===== config.mk =====
export PLATFORM = sky130hd
export DESIGN_NAME = rotating_banner_gen_flat
export DESIGN_NICKNAME = d
export VERILOG_FILES = /design/src/rtl/rotating_banner_gen_pkg.sv /design/src/rtl/rotating_banner_gen_if.sv /design/src/rtl/rotating_banner_gen_prescaler.sv /design/src/rtl/rotating_banner_gen.sv /design/src/flat_wrapper.sv
export SDC_FILE = /design/constraint.sdc
export NUM_CORES = 1
export LEC_CHECK = 0
export BUFFER_PORTS_ARGS = -buffer_cell sky130_fd_sc_hd__buf_2
export CORE_UTILIZATION = 28
export DETAILED_ROUTE_END_ITERATION = 16
export PLACE_DENSITY = 0.49
export SLEW_MARGIN = 10
export SYNTH_ARGS = -nofsm -noshare
export SYNTH_HDL_FRONTEND = slang
export SYNTH_SLANG_ARGS = --single-unit

===== constraint.sdc =====
create_clock -name clk -period 11 [get_ports clk]
set_clock_uncertainty 0.2 [all_clocks]
set_input_delay 2.2 -clock clk [delete_from_list [all_inputs] [get_ports clk]]
set_output_delay 2.2 -clock clk [all_outputs]
set_load 0.05 [all_outputs]

===== src/rtl/rotating_banner_gen_pkg.sv =====
// Shared definitions for the rotating banner: scroll direction encoding
// and the circular index helper used to move the window head.
package banner_pkg;

    // Scroll direction as presented on the dir input.
    typedef enum logic {
        DIR_LEFT  = 1'b0,   // head moves to the next word (ptr+1)
        DIR_RIGHT = 1'b1    // head moves to the previous word (ptr-1)
    } dir_e;

    // One step of a circular index over 0..n-1 in the requested direction.
    // Wrap is handled by explicit compares so no divider is ever built.
    function automatic int unsigned wrap_idx(input int unsigned idx,
                                             input logic        dir,
                                             input int unsigned n);
        int unsigned res;
        res = idx;
        if (dir == DIR_RIGHT) begin
            res = (idx == 0) ? n - 1 : idx - 1;
        end else begin
            res = (idx == n - 1) ? 0 : idx + 1;
        end
        return res;
    endfunction

endpackage


===== src/rtl/rotating_banner_gen_if.sv =====
// Control/data bundle between the message source and the banner generator.
// The master drives the scroll controls and the word buffer contents; the
// banner (slave) returns the visible window, its head index and the tick.
interface rotating_banner_gen_if #(
    parameter int DIGIT_W   = 4,
    parameter int NUM_WORDS = 10,
    parameter int NUM_DISP  = 4
);
    localparam int PTR_W = $clog2(NUM_WORDS);

    logic                          en;
    logic                          pause;
    logic                          dir;
    logic                          step;
    logic                          load;
    logic [NUM_WORDS*DIGIT_W-1:0]  words;
    logic [NUM_DISP*DIGIT_W-1:0]   disp;
    logic [PTR_W-1:0]              ptr;
    logic                          tick;

    modport master (
        output en, pause, dir, step, load, words,
        input  disp, ptr, tick
    );

    modport slave (
        input  en, pause, dir, step, load, words,
        output disp, ptr, tick
    );

endinterface


===== src/rtl/rotating_banner_gen_prescaler.sv =====
// Scroll-rate prescaler: counts run cycles and raises adv on the cycle in
// which the count reaches TICK_DIV-1. clr restarts the count from zero.
module banner_prescaler #(
    parameter int TICK_DIV = 50_000_000
) (
    input  logic clk,
    input  logic reset,
    input  logic run,
    input  logic clr,
    output logic adv
);
    import banner_pkg::*;

    localparam int CNT_W = (TICK_DIV > 1) ? $clog2(TICK_DIV) : 1;

    logic [CNT_W-1:0] r_cnt;
    logic             w_term;

    assign w_term = (r_cnt == CNT_W'(TICK_DIV - 1));
    // adv is combinational so the advance lands on the same edge the
    // counter wraps; the top registers everything derived from it.
    assign adv    = run & w_term;

    // Run-cycle counter; holds while run is low, restarts on clr.
    always_ff @(posedge clk) begin
        // NOTE: sequential state is updated with <= so every register sees
        // the pre-edge value of its neighbours, independent of block order.
        if (reset || clr) begin
            r_cnt <= '0;
        end else if (run) begin
            r_cnt <= w_term ? '0 : r_cnt + 1'b1;
        end
    end

endmodule


===== src/rtl/rotating_banner_gen.sv =====
// Rotating banner generator: a loadable circular buffer of NUM_WORDS symbols
// with a NUM_DISP-wide registered window that scrolls automatically at a
// prescaled rate or by manual step, in either direction.
module rotating_banner_gen #(
    parameter int DIGIT_W   = 4,
    parameter int NUM_WORDS = 10,
    parameter int NUM_DISP  = 4,
    parameter int TICK_DIV  = 50_000_000
) (
    input  logic                  clk,
    input  logic                  reset,
    rotating_banner_gen_if.slave  bus
);
    import banner_pkg::*;

    localparam int PTR_W = $clog2(NUM_WORDS);

    if (NUM_WORDS < NUM_DISP || NUM_WORDS < 2 || TICK_DIV < 1) begin : g_bad_params
        $error("rotating_banner_gen: need NUM_WORDS >= NUM_DISP, NUM_WORDS >= 2, TICK_DIV >= 1");
    end

    logic [DIGIT_W-1:0]           r_buf     [NUM_WORDS];
    logic [DIGIT_W-1:0]           w_buf_nxt [NUM_WORDS];
    logic [PTR_W-1:0]             r_ptr;
    logic [PTR_W-1:0]             w_ptr_nxt;
    logic [NUM_DISP*DIGIT_W-1:0]  r_disp;
    logic [NUM_DISP*DIGIT_W-1:0]  w_disp_nxt;
    logic                         r_tick;
    logic                         w_run;
    logic                         w_presc_adv;
    logic                         w_step_adv;
    logic                         w_adv;

    assign w_run      = bus.en & ~bus.pause;
    assign w_step_adv = ~bus.en & bus.step;
    // Load wins over both advance sources in the same cycle.
    assign w_adv      = ~bus.load & (w_presc_adv | w_step_adv);

    banner_prescaler #(
        .TICK_DIV (TICK_DIV)
    ) u_prescaler (
        .clk   (clk),
        .reset (reset),
        .run   (w_run),
        .clr   (bus.load),
        .adv   (w_presc_adv)
    );

    // Next buffer contents and window head: load, advance or hold.
    always_comb begin
        // NOTE: every output gets a default first so no path leaves a
        // signal unassigned, which would otherwise infer a latch.
        w_buf_nxt = r_buf;
        w_ptr_nxt = r_ptr;
        if (bus.load) begin
            for (int i = 0; i < NUM_WORDS; i++) begin
                w_buf_nxt[i] = bus.words[i*DIGIT_W +: DIGIT_W];
            end
            w_ptr_nxt = '0;
        end else if (w_adv) begin
            w_ptr_nxt = PTR_W'(wrap_idx(32'(r_ptr), bus.dir, NUM_WORDS));
        end
    end

    // Window built from the next-state buffer/head so disp never lags ptr;
    // the top slot holds the head word, later words fill lower slots.
    always_comb begin
        logic [PTR_W:0] w_sum;
        w_sum      = '0;
        w_disp_nxt = '0;
        for (int k = 0; k < NUM_DISP; k++) begin
            w_sum = {1'b0, w_ptr_nxt} + (PTR_W+1)'(k);
            if (w_sum >= (PTR_W+1)'(NUM_WORDS)) begin
                w_sum = w_sum - (PTR_W+1)'(NUM_WORDS);
            end
            w_disp_nxt[(NUM_DISP-1-k)*DIGIT_W +: DIGIT_W] = w_buf_nxt[w_sum[PTR_W-1:0]];
        end
    end

    // State registers: buffer, head, window and advance tick.
    always_ff @(posedge clk) begin
        if (reset) begin
            // NOTE: the buffer is cleared on reset because its contents are
            // visible on disp immediately; an unreset buffer would show X.
            for (int i = 0; i < NUM_WORDS; i++) begin
                r_buf[i] <= '0;
            end
            r_ptr  <= '0;
            r_disp <= '0;
            r_tick <= 1'b0;
        end else begin
            r_buf  <= w_buf_nxt;
            r_ptr  <= w_ptr_nxt;
            r_disp <= w_disp_nxt;
            r_tick <= w_adv;
        end
    end

    assign bus.disp = r_disp;
    assign bus.ptr  = r_ptr;
    assign bus.tick = r_tick;

endmodule


===== src/flat_wrapper.sv =====
// flat-port wrapper written by rule: the top's interface ports become plain ports
module rotating_banner_gen_flat import banner_pkg::*;
#(
    parameter int DIGIT_W   = 4,
    parameter int NUM_WORDS = 10,
    parameter int NUM_DISP  = 4,
    parameter int TICK_DIV  = 50_000_000
)
  (clk, reset, bus_en, bus_pause, bus_dir, bus_step, bus_load, bus_words, bus_disp, bus_ptr, bus_tick);
  rotating_banner_gen_if #(.DIGIT_W(DIGIT_W), .NUM_WORDS(NUM_WORDS), .NUM_DISP(NUM_DISP)) bus_i ();
  input  logic clk;
  input  logic reset;
  input wire logic [$bits(bus_i.en)-1:0] bus_en;
  input wire logic [$bits(bus_i.pause)-1:0] bus_pause;
  input wire logic [$bits(bus_i.dir)-1:0] bus_dir;
  input wire logic [$bits(bus_i.step)-1:0] bus_step;
  input wire logic [$bits(bus_i.load)-1:0] bus_load;
  input wire logic [$bits(bus_i.words)-1:0] bus_words;
  output wire logic [$bits(bus_i.disp)-1:0] bus_disp;
  output wire logic [$bits(bus_i.ptr)-1:0] bus_ptr;
  output wire logic [$bits(bus_i.tick)-1:0] bus_tick;
  assign bus_i.en = bus_en;
  assign bus_i.pause = bus_pause;
  assign bus_i.dir = bus_dir;
  assign bus_i.step = bus_step;
  assign bus_i.load = bus_load;
  assign bus_i.words = bus_words;
  assign bus_disp = bus_i.disp;
  assign bus_ptr = bus_i.ptr;
  assign bus_tick = bus_i.tick;
  rotating_banner_gen #(.DIGIT_W(DIGIT_W), .NUM_WORDS(NUM_WORDS), .NUM_DISP(NUM_DISP), .TICK_DIV(TICK_DIV)) u_core (.clk(clk), .reset(reset), .bus(bus_i));
endmodule

=== After elaboration in Yosys (flattened, before gate mapping) ===
Cells that the tools add are included.

* Order comparisons: 8
* Eq/ne operators: 2
* Add/sub/neg operators: 10
* Mux-type cells: 23
* Bitwise operators: 12
* Reductions and logical operators: 2

{| class="wikitable"
|+ Operators with widths
! cell !! count
|-
| $mux W4 || 17
|-
| $bmux W4 S4 || 4
|-
| $mux W40 || 1
|-
| $add A26 B1 Y26 const B || 1
|-
| $eq A26 B26 Y1 const B || 1
|-
| $mux W26 || 1
|-
| $ge A5 B5 Y1 const B || 4
|-
| $not A4 Y5 || 4
|-
| $sub A4 B4 Y4 const B || 4
|-
| $ge A5 B4 Y1 const B || 3
|-
| $add A4 B2 Y5 const B || 2
|-
| $add A4 B1 Y5 const B || 1
|-
| $add A4 B1 Y4 const B || 1
|-
| $and A1 B1 Y1 || 4
|-
| $eq A4 B4 Y1 const B || 1
|-
| $ge A4 B4 Y1 const B || 1
|-
| $logic_not A4 Y1 || 1
|-
| $sub A4 B1 Y4 const B || 1
|-
| $not A1 Y1 || 3
|-
| $logic_or A1 B1 Y1 || 1
|-
| $or A1 B1 Y1 || 1
|}

* Bits in registers: 87
* Logic and storage cells: 71
* Input port bits: 47
* Output and inout bits: 21

=== Logic depth before layout (Yosys ltp) ===
Gate-level depths: netlist (run 1).

* Word-level depth: 14
* Mapped depth: 19
* Depth with buffers taken out: 17

=== By module ===
A second synthesis (run 1) with hierarchy kept.

* Cell total of the unflattened synthesis: 712
* Area, all modules: 5759.3 µm²

{| class="wikitable"
|+ Modules (own cells, without submodules)
! module !! area an instance (µm²) !! cells each !! sequential area each (µm²) !! instances
|-
| rotating_banner_gen || 4420.5 || 551 || 1221.2 || 1
|-
| banner_prescaler || 1338.8 || 161 || 520.5 || 1
|}

=== Least setup slack after synthesis (run 1) ===
No wires, ideal clock.

* Path type: input to register
* Start point: in bus_pause
* End point: reg u_core.r_disp[11], in the netlist u_core.bus.disp[11]
* Arrival time: 5.910 ns
* Setup slack: 4.769 ns
* Cell stages on the path: 15
* Path buffers: 0
* Data required time: 10.678 ns
* Library setup time: 0.122 ns
* Cells stage by stage: nand4b_1 -> nand4bb_1 -> o21ai_0 -> mux2_2 -> nand2_1 -> inv_1 -> ha_1 -> xnor2_1 -> inv_1 -> ha_1 -> nor3b_1 -> a22oi_4 -> nand2_2 -> mux2i_1 -> a221o_1

* Word-level cells in the longest chain between the ends: 14
* Elaborated cells on any way between the ends: 15
* Those cells by class: add/sub (2); order compare (1); mux (6); bitwise (6)

{| class="wikitable"
|+ Ends and longest elaborated chain
! what !! line !! RTL
|-
| start: declaration || flat_wrapper.sv:14 || <nowiki>input wire logic [$bits(bus_i.pause)-1:0] bus_pause;</nowiki>
|-
| $not A1 Y1 * || rotating_banner_gen.sv:34 || <nowiki>assign w_run = bus.en & ~bus.pause;</nowiki>
|-
| $and A1 B1 Y1 * || rotating_banner_gen.sv:34 ||
|-
| $and A1 B1 Y1 * || rotating_banner_gen_prescaler.sv:22 || <nowiki>assign adv = run & w_term;</nowiki>
|-
| $or A1 B1 Y1 * || rotating_banner_gen.sv:37 || <nowiki>assign w_adv = ~bus.load & (w_presc_adv | w_step_adv);</nowiki>
|-
| $and A1 B1 Y1 * || rotating_banner_gen.sv:37 ||
|-
| $mux W4 * || rotating_banner_gen.sv:60 || <nowiki>end else if (w_adv) begin</nowiki>
|-
| $mux W4 * || rotating_banner_gen.sv:55 || <nowiki>if (bus.load) begin</nowiki>
|-
| named net u_core.w_ptr_nxt[1] || rotating_banner_gen.sv:25 || <nowiki>logic [PTR_W-1:0] w_ptr_nxt;</nowiki>
|-
| $add A4 B1 Y5 * || rotating_banner_gen.sv:72 || <nowiki>w_sum = {1'b0, w_ptr_nxt} + (PTR_W+1)'(k);</nowiki>
|-
| $sub A4 B4 Y4 / $ge A5 B4 Y1 (equally long branches) || rotating_banner_gen.sv:74, rotating_banner_gen.sv:73 ||
|-
| $mux W4 * || rotating_banner_gen.sv:73 || <nowiki>if (w_sum >= (PTR_W+1)'(NUM_WORDS)) begin</nowiki>
|-
| $not A4 Y5 (not written as such) * || rotating_banner_gen.sv:76 || <nowiki>w_disp_nxt[(NUM_DISP-1-k)*DIGIT_W +: DIGIT_W] = w_buf_nxt[w_sum[PTR_W-1:0]];</nowiki>
|-
| $bmux W4 S4 * || rotating_banner_gen.sv:76 ||
|-
| $mux W4 (not written as such) * (2 in a row) || rotating_banner_gen.sv:76 ||
|-
| end signal: assignment || rotating_banner_gen.sv:94 || <nowiki>r_disp <= w_disp_nxt;</nowiki>
|-
| end: declaration || rotating_banner_gen.sv:26 || <nowiki>logic [NUM_DISP*DIGIT_W-1:0] r_disp;</nowiki>
|}

The timed path passes the listed nets; every way through them passes the cells marked *. The select of a mux whose other input is x is not followed.
A chain may end at the register's enable or synchronous reset.

=== Worst setup path after layout (run 1) ===
Same ends and word-level chain as after synthesis.

==> results of run 1 <==
## registers in the layout, indices dropped and copies added, names as in the netlist
register,count
u_core.u_prescaler.r_cnt,26
u_core.bus.tick,1
u_core.bus.ptr,4
u_core.bus.disp,16
u_core.r_buf,40
## logic make-up after synthesis
kind of cell    after synthesis  share of synthesized area [%]
compound gates              164                           20.2
xor+xnor                     28                           4.67
fa+ha+maj                    14                           3.23
buf+inv                      50                           4.50
flops                        87                           32.2
mux                          77                           15.3
simple gates                225                           20.0
## worst min-delay path by stage
stage | cells past startpoint | startpoint | slack, ns | to
finish | 2 | u_core.r_buf[15]$_SDFF_PP0_ | 0.28 | u_core.r_buf[15]$_SDFF_PP0_
floorplan | 2 | u_core.r_buf[0]$_SDFF_PP0_ | 0.26 | u_core.r_buf[0]$_SDFF_PP0_
CTS | 2 | u_core.r_buf[31]$_SDFF_PP0_ | 0.28 | u_core.r_buf[31]$_SDFF_PP0_
global placement | 2 | u_core.r_buf[31]$_SDFF_PP0_ | 0.27 | u_core.r_buf[31]$_SDFF_PP0_
global route | 2 | u_core.r_buf[7]$_SDFF_PP0_ | 0.29 | u_core.r_buf[7]$_SDFF_PP0_
detailed placement | 2 | u_core.r_buf[5]$_SDFF_PP0_ | 0.27 | u_core.r_buf[5]$_SDFF_PP0_
## cell type report
cell class                      count  area share [%]
Clock inverter                      5            1.02
Inverter                           14           0.841
Tap cell                          260            5.21
Timing Repair Buffer               71            5.89
Clock buffer                       11            4.05
Multi-Input combinational cell    508            55.1
Sequential cell                    87            27.9
## metal layers
metal / routed length, µm / global-route usage, % / vias up / share of wire, %
met5: 0 / 0 / - / 0
met3: 314 / 1.73 / 14 / 2.2
met1: 7490 / 21.4 / 2190 / 52
met4: 244 / 6.64 / 0 / 1.7
li1: - / - / 2421 / -
met2: 6410 / 23.1 / 65 / 44
## Yosys cell counts (all sizes together) (4+ instances only)
cell	instances	area share, %
a21oi	56	5.2
ha	14	3.2
o21ai	32	3.0
and4	5	0.81
buf	21	2.5
o21a	20	2.8
a211oi	4	0.55
nand4	6	0.69
and2	10	1.2
nor3	5	0.46
dfxtp	87	32
a22o	5	0.81
nand2	86	6.0
mux2	5	1.0
nand2b	5	0.58
inv	14	0.97
xnor2	14	2.4
o221ai	5	0.81
xor2	14	2.3
a21o	5	0.72
mux2i	68	13
or3	6	0.79
nand3	26	2.4
a221o	4	0.74
nor2	51	3.5
mux4	4	1.7
clkbuf	15	1.1
o22ai	6	0.81
## critical path: cells and delay by family
kind,cells,cell delay (ns)
xor gates and xnor gates,1,0.28
buffers and inverters,3,0.42
AOI/OAI and AO/OA,3,1.10
adders and majority gates,2,0.67
and+or+nand+nor,5,1.48
muxes,2,0.53
## power by group
group | internal, mW | switching (mW) | leakage [nW]
clock network | 0.190 | 0.136 | 0.153
registers | 0.330 | 0.00854 | 0.712
logic | 0.0565 | 0.0977 | 1.74
total | 0.577 | 0.242 | 2.60
## per-stage QoR
| stage | cells | area, µm² |
|---|---|---|
| 6_report | 956 | 6250 |
| 5_1_grt | 956 | 6250 |
| 4_1_cts | 956 | 6250 |
| 3_5_place_dp | 940 | 5930 |
| 3_3_place_gp | 940 | 5930 |
| 2_1_floorplan | 645 | 5420 |
==> impl_metrics.tcl, run 1 <==
set metrics [dict create \
    fin_hold_ws_ns 0.280 \
    drc_errors 0 \
    cts_made_buffers 9 \
    wl_um 14500 \
    cts_hold_buf 0 \
    routabilityCongestion 0.813 \
    ant_nets 0 \
    grt_max_degree 95 \
    drive_gt1_share_pct 15.8 \
    relSlewSlack_pct 38.3 \
    vias_per_cell 4.91 \
    post_cts_resized 0 \
    post-route-period-util_pct 60.5 \
    crit_start "bus_pause" \
    setup_tns_ns 0 \
    tightest_slew_ns 0.926 \
    cp-endpoint "u_core.bus.disp[11]$_SDFF_PP0_" \
    detail_route.iter0.violations 259 \
    start_kind "primary input" \
    multi_input_area_um2 3440 \
    total_power_mw 0.819 \
    post-cts-setup-buffers 0 \
    regToRegSetupSlack_ns 5.77 \
    path_max_fanout 10 \
    cts_tree "built" \
    rr_endpoint "u_core.bus.disp[11]$_SDFF_PP0_" \
    rsz0062_at_grt "false" \
    max_cap_violations 0 \
    grt_usage_pct 15.1 \
    timing.rr.start "u_core.u_prescaler.r_cnt[0]$_SDFFE_PP0N_" \
    antenna_found_initial 0 \
    synthArstFlopShare_pct 0 \
    insertion_delay_ns 0.35 \
    hold_class "reg -> reg" \
    clockRootBuffer "clkbuf_16" \
    num_vias 4690 \
    antenna_cells 0 \
    die_w_um 141 \
    die_y_um 141 \
    grt_pass1_vias 4323 \
    synth_edf_count 0 \
    post-place-ws_ns 4.00 \
    num_rows 50 \
    clk_pin_slew_worst_paths_ns 0.07 \
    powerDensity_nw_per_um2 131 \
    seqCellArea_um2 1740 \
    final_cell_mix "dfxtp_1, nand2_1, mux2i_1" \
    wl_per_cell_um 15.1 \
    ir_drop_mv 0.0720 \
    initial_core_util_pct 28.8 \
    nets 752 \
    cellLeakagePower_nw 2.60 \
    reg2regPathDepth 16 \
    clockBufferDepth 2 \
    cts.sinks 87 \
    die_area_um2 19900 \
    crit_type "in -> reg" \
    first_pass_iters 5 \
    syn_avg_cell_area_um2 8.40 \
    grt_pass1_wl_um 23400 \
    arrival_ns 6.70 \
    core_area_um2 18800 \
    yosysSeqAreaShare_pct 32.2 \
    path_cells "buf_2, nand4b_1, nand4bb_1, o21ai_0, mux2_2, nand2_1, inv_1, ha_1, xnor2_1, inv_1, ha_1, nor3b_1, a22oi_4, nand2_2, mux2i_1, a221o_1" \
    postLayoutCoreUtil_pct 33.2 \
    crit_slowest_cell "o21ai_0" \
    setup_slack_ns 4.34 \
    yosysWarnings 0 \
    cp.required_ns 11.04 \
    outcome "finished, final reports clean" \
    htreeDepth 3 \
    synth_area_um2 5420 \
    portBuffers 67 \
    max_stage_delay_ns 0.66 \
    nFillCells 2016 \
    synthFlopType "dfxtp_1" \
    ys_ff_latch 87 \
    grt_remaining_overflow 0 \
    synthCells 645 \
    synth.distinct_cells 74 \
    area_growth_pct 15.3 \
    final_common_cell "dfxtp_1" \
    max_freq_mhz 150 \
    ios 68 \
    fin_crit_ns 6.66 \
    slew_viol_final 0 \
    dp_hpwl_um 10500 \
    end_kind "register" \
    setup_violations 0 \
    hold_viol_final 0 \
    syn-num-nets 706 \
]
No activity file was read; power rests on OpenSTA's default activity.
==> inputs of run 2 (changes only) <==
PLACE_DENSITY = 0.51   (was 0.49)
clock period = 5.95 ns   (was 11 ns; I/O delays follow)
==> run 2 against run 1 <==
Net effect: flip-flop and latch count unchanged; utilization hardly changed; register-to-register slack lost 4.4 ns; cell count increased by 0.42%; global-route usage up 0.13 points; hold slack gained 0.0033 ns; sequential power grew 86%; sequential share of layout area about the same; clock-buffer cell count unchanged; critical endpoint is now u_core.bus.disp[8]$_SDFF_PP0_; largest cell class unchanged; highest routed layer unchanged.
==> impl_metrics.tcl, run 2 (same netlist as run 1, synthesis figures left out) <==
set metrics [dict create \
    setup_tns_ns 0 \
    min_to "u_core.r_buf[29]$_SDFF_PP0_" \
    detail_route.iter0.violations 339 \
    antenna_cells 0 \
    insertion_delay_ns 0.35 \
    first_pass_iters 4 \
    whs_path_depth 2 \
    cts_hold_buf 0 \
    postLayoutCoreUtil_pct 33.2 \
    die_area_um2 19900 \
    reg2regPathDepth 17 \
    crit_type "in -> reg" \
    arrival_ns 5.03 \
    start_kind "primary input" \
    p_sw_share_pct 30.6 \
    area_growth_pct 15.5 \
    num_rows 50 \
    rsz0062_at_grt "false" \
    ir_drop_mv 0.109 \
    switchingPower_mw 0.453 \
    dp_hpwl_um 10600 \
    dpl.cell_count 944 \
    grt_pass1_vias 4475 \
    powerDensity_nw_per_um2 236 \
    drive_gt1_share_pct 16.3 \
    final_common_cell "dfxtp_1" \
    slew_viol_final 0 \
    clockRootBuffer "clkbuf_16" \
    nFillCells 2024 \
    ios 68 \
    drc_errors 0 \
    end_kind "register" \
    timing.rr.start "u_core.u_prescaler.r_cnt[0]$_SDFFE_PP0N_" \
    regMostFlops "u_core.r_buf" \
    cts_tree "built" \
    grt_usage_pct 15.3 \
    comb_power_share_pct 19.5 \
    post-place-ws_ns 0.595 \
    wl_um 14700 \
    htreeDepth 3 \
    rr_endpoint "u_core.bus.disp[8]$_SDFF_PP0_" \
    num_vias 4759 \
    nets 756 \
    cts.sinks 87 \
    p_clk_share_pct 38.1 \
    max_freq_mhz 200 \
    die_y_um 141 \
    grt_max_degree 99 \
    p_int_mw 1.02 \
    antenna_found_initial 0 \
    vias_per_cell 4.96 \
    outcome "finished, final reports clean" \
    grt_pass1_wl_um 24100 \
    wl_per_cell_um 15.3 \
    hold_start "u_core.r_buf[29]$_SDFF_PP0_" \
    final_cell_mix "dfxtp_1, nand2_1, mux2i_1" \
    initial_core_util_pct 28.8 \
    largest_reg_flops 40 \
    cts_made_buffers 9 \
    post-cts-setup-buffers 0 \
    hold_viol_final 0 \
    path_max_fanout 8 \
    clockBufferDepth 2 \
    fin_hold_ws_ns 0.283 \
    ant_nets 0 \
    routabilityCongestion 0.782 \
    cellLeakagePower_nw 2.61 \
    post_cts_resized 0 \
    relSlewSlack_pct 33.6 \
    setup_violations 0 \
    die_w_um 141 \
    p_seq_share_pct 42.4 \
    core_area_um2 18800 \
    regToRegSetupSlack_ns 1.37 \
    hold_class "reg -> reg" \
    clk_pin_slew_worst_paths_ns 0.07 \
    cp.required_ns 5.98 \
    post-route-period-util_pct 84.0 \
    max_cap_violations 0 \
    tightest_slew_ns 0.996 \
    fin_crit_ns 5.00 \
    grt_remaining_overflow 0 \
    setup_slack_ns 0.949 \
    portBuffers 67 \
    layoutNonFillerInstCount 960 \
]
run 2: changes by cell type in the layout (fill, tap and decap cells not counted), sizes merged:
cell,change
clkinv,+2
bufinv,-1
buf,+4
inv,-1
run 2: cell type report:
type | instances | area, µm² | area share (%)
multi-input cells | 508 | 3440 | 55.0
flip-flops and latches | 87 | 1740 | 27.9
repair buffers | 75 | 398 | 6.36
well taps | 260 | 325 | 5.20
clock buffers | 11 | 253 | 4.04
inverters | 14 | 52.6 | 0.840
clock inverters | 5 | 41.3 | 0.660
run 2: worst max-delay path: stages:
cell and delay, ns:
buf_2 0.10, nand4b_1 0.24, nand4bb_1 0.34, o21ai_0 0.22, buf_4 0.17, mux2_2 0.36
nand2_1 0.09, inv_1 0.07, ha_1 0.27, xnor2_1 0.27, inv_1 0.16, ha_1 0.37
nor3b_1 0.41, a22oi_4 0.12, nand2_2 0.22, mux2i_1 0.10, a221o_1 0.33
run 2: power by group through the flow:
| stage | Combinational (mW) | Sequential (mW) | Clock [mW] |
|---|---|---|---|
| global route | 0.313 | 0.630 | 0.605 |
| floorplan | 0.173 | 0.675 | 0 |
| CTS | 0.289 | 0.627 | 0.578 |
| detailed placement | 0.287 | 0.640 | 0 |
| finish | 0.288 | 0.627 | 0.564 |
| global placement | 0.287 | 0.641 | 0 |
run 2: routing by layer:
metal / part of all wire, % / global-route usage [%] / vias up
met3: 3.0 / 2.21 / 9
met5: 0 / 0 / -
met2: 44 / 23.2 / 76
li1: - / - / 2428
met4: 1.3 / 5.09 / 0
met1: 52 / 21.9 / 2246
run 2: metrics by stage:
step	area (µm²)	power (mW)
global placement	5960	0.927
global route	6250	1.55
detailed placement	5960	0.927
floorplan	5420	0.848
finish	6250	1.48
CTS	6250	1.49
run 2: worst max path at each step:
stage                          from  slack (ns)                        endpoint
after floorplan           bus_pause        0.73  u_core.bus.disp[11]$_SDFF_PP0_
after global placement    bus_pause        0.72  u_core.bus.disp[11]$_SDFF_PP0_
after detailed placement  bus_pause        0.60  u_core.bus.disp[11]$_SDFF_PP0_
after CTS                 bus_pause        0.94  u_core.bus.disp[11]$_SDFF_PP0_
after global routing      bus_pause        0.63  u_core.bus.disp[11]$_SDFF_PP0_
final                     bus_pause        0.95   u_core.bus.disp[8]$_SDFF_PP0_
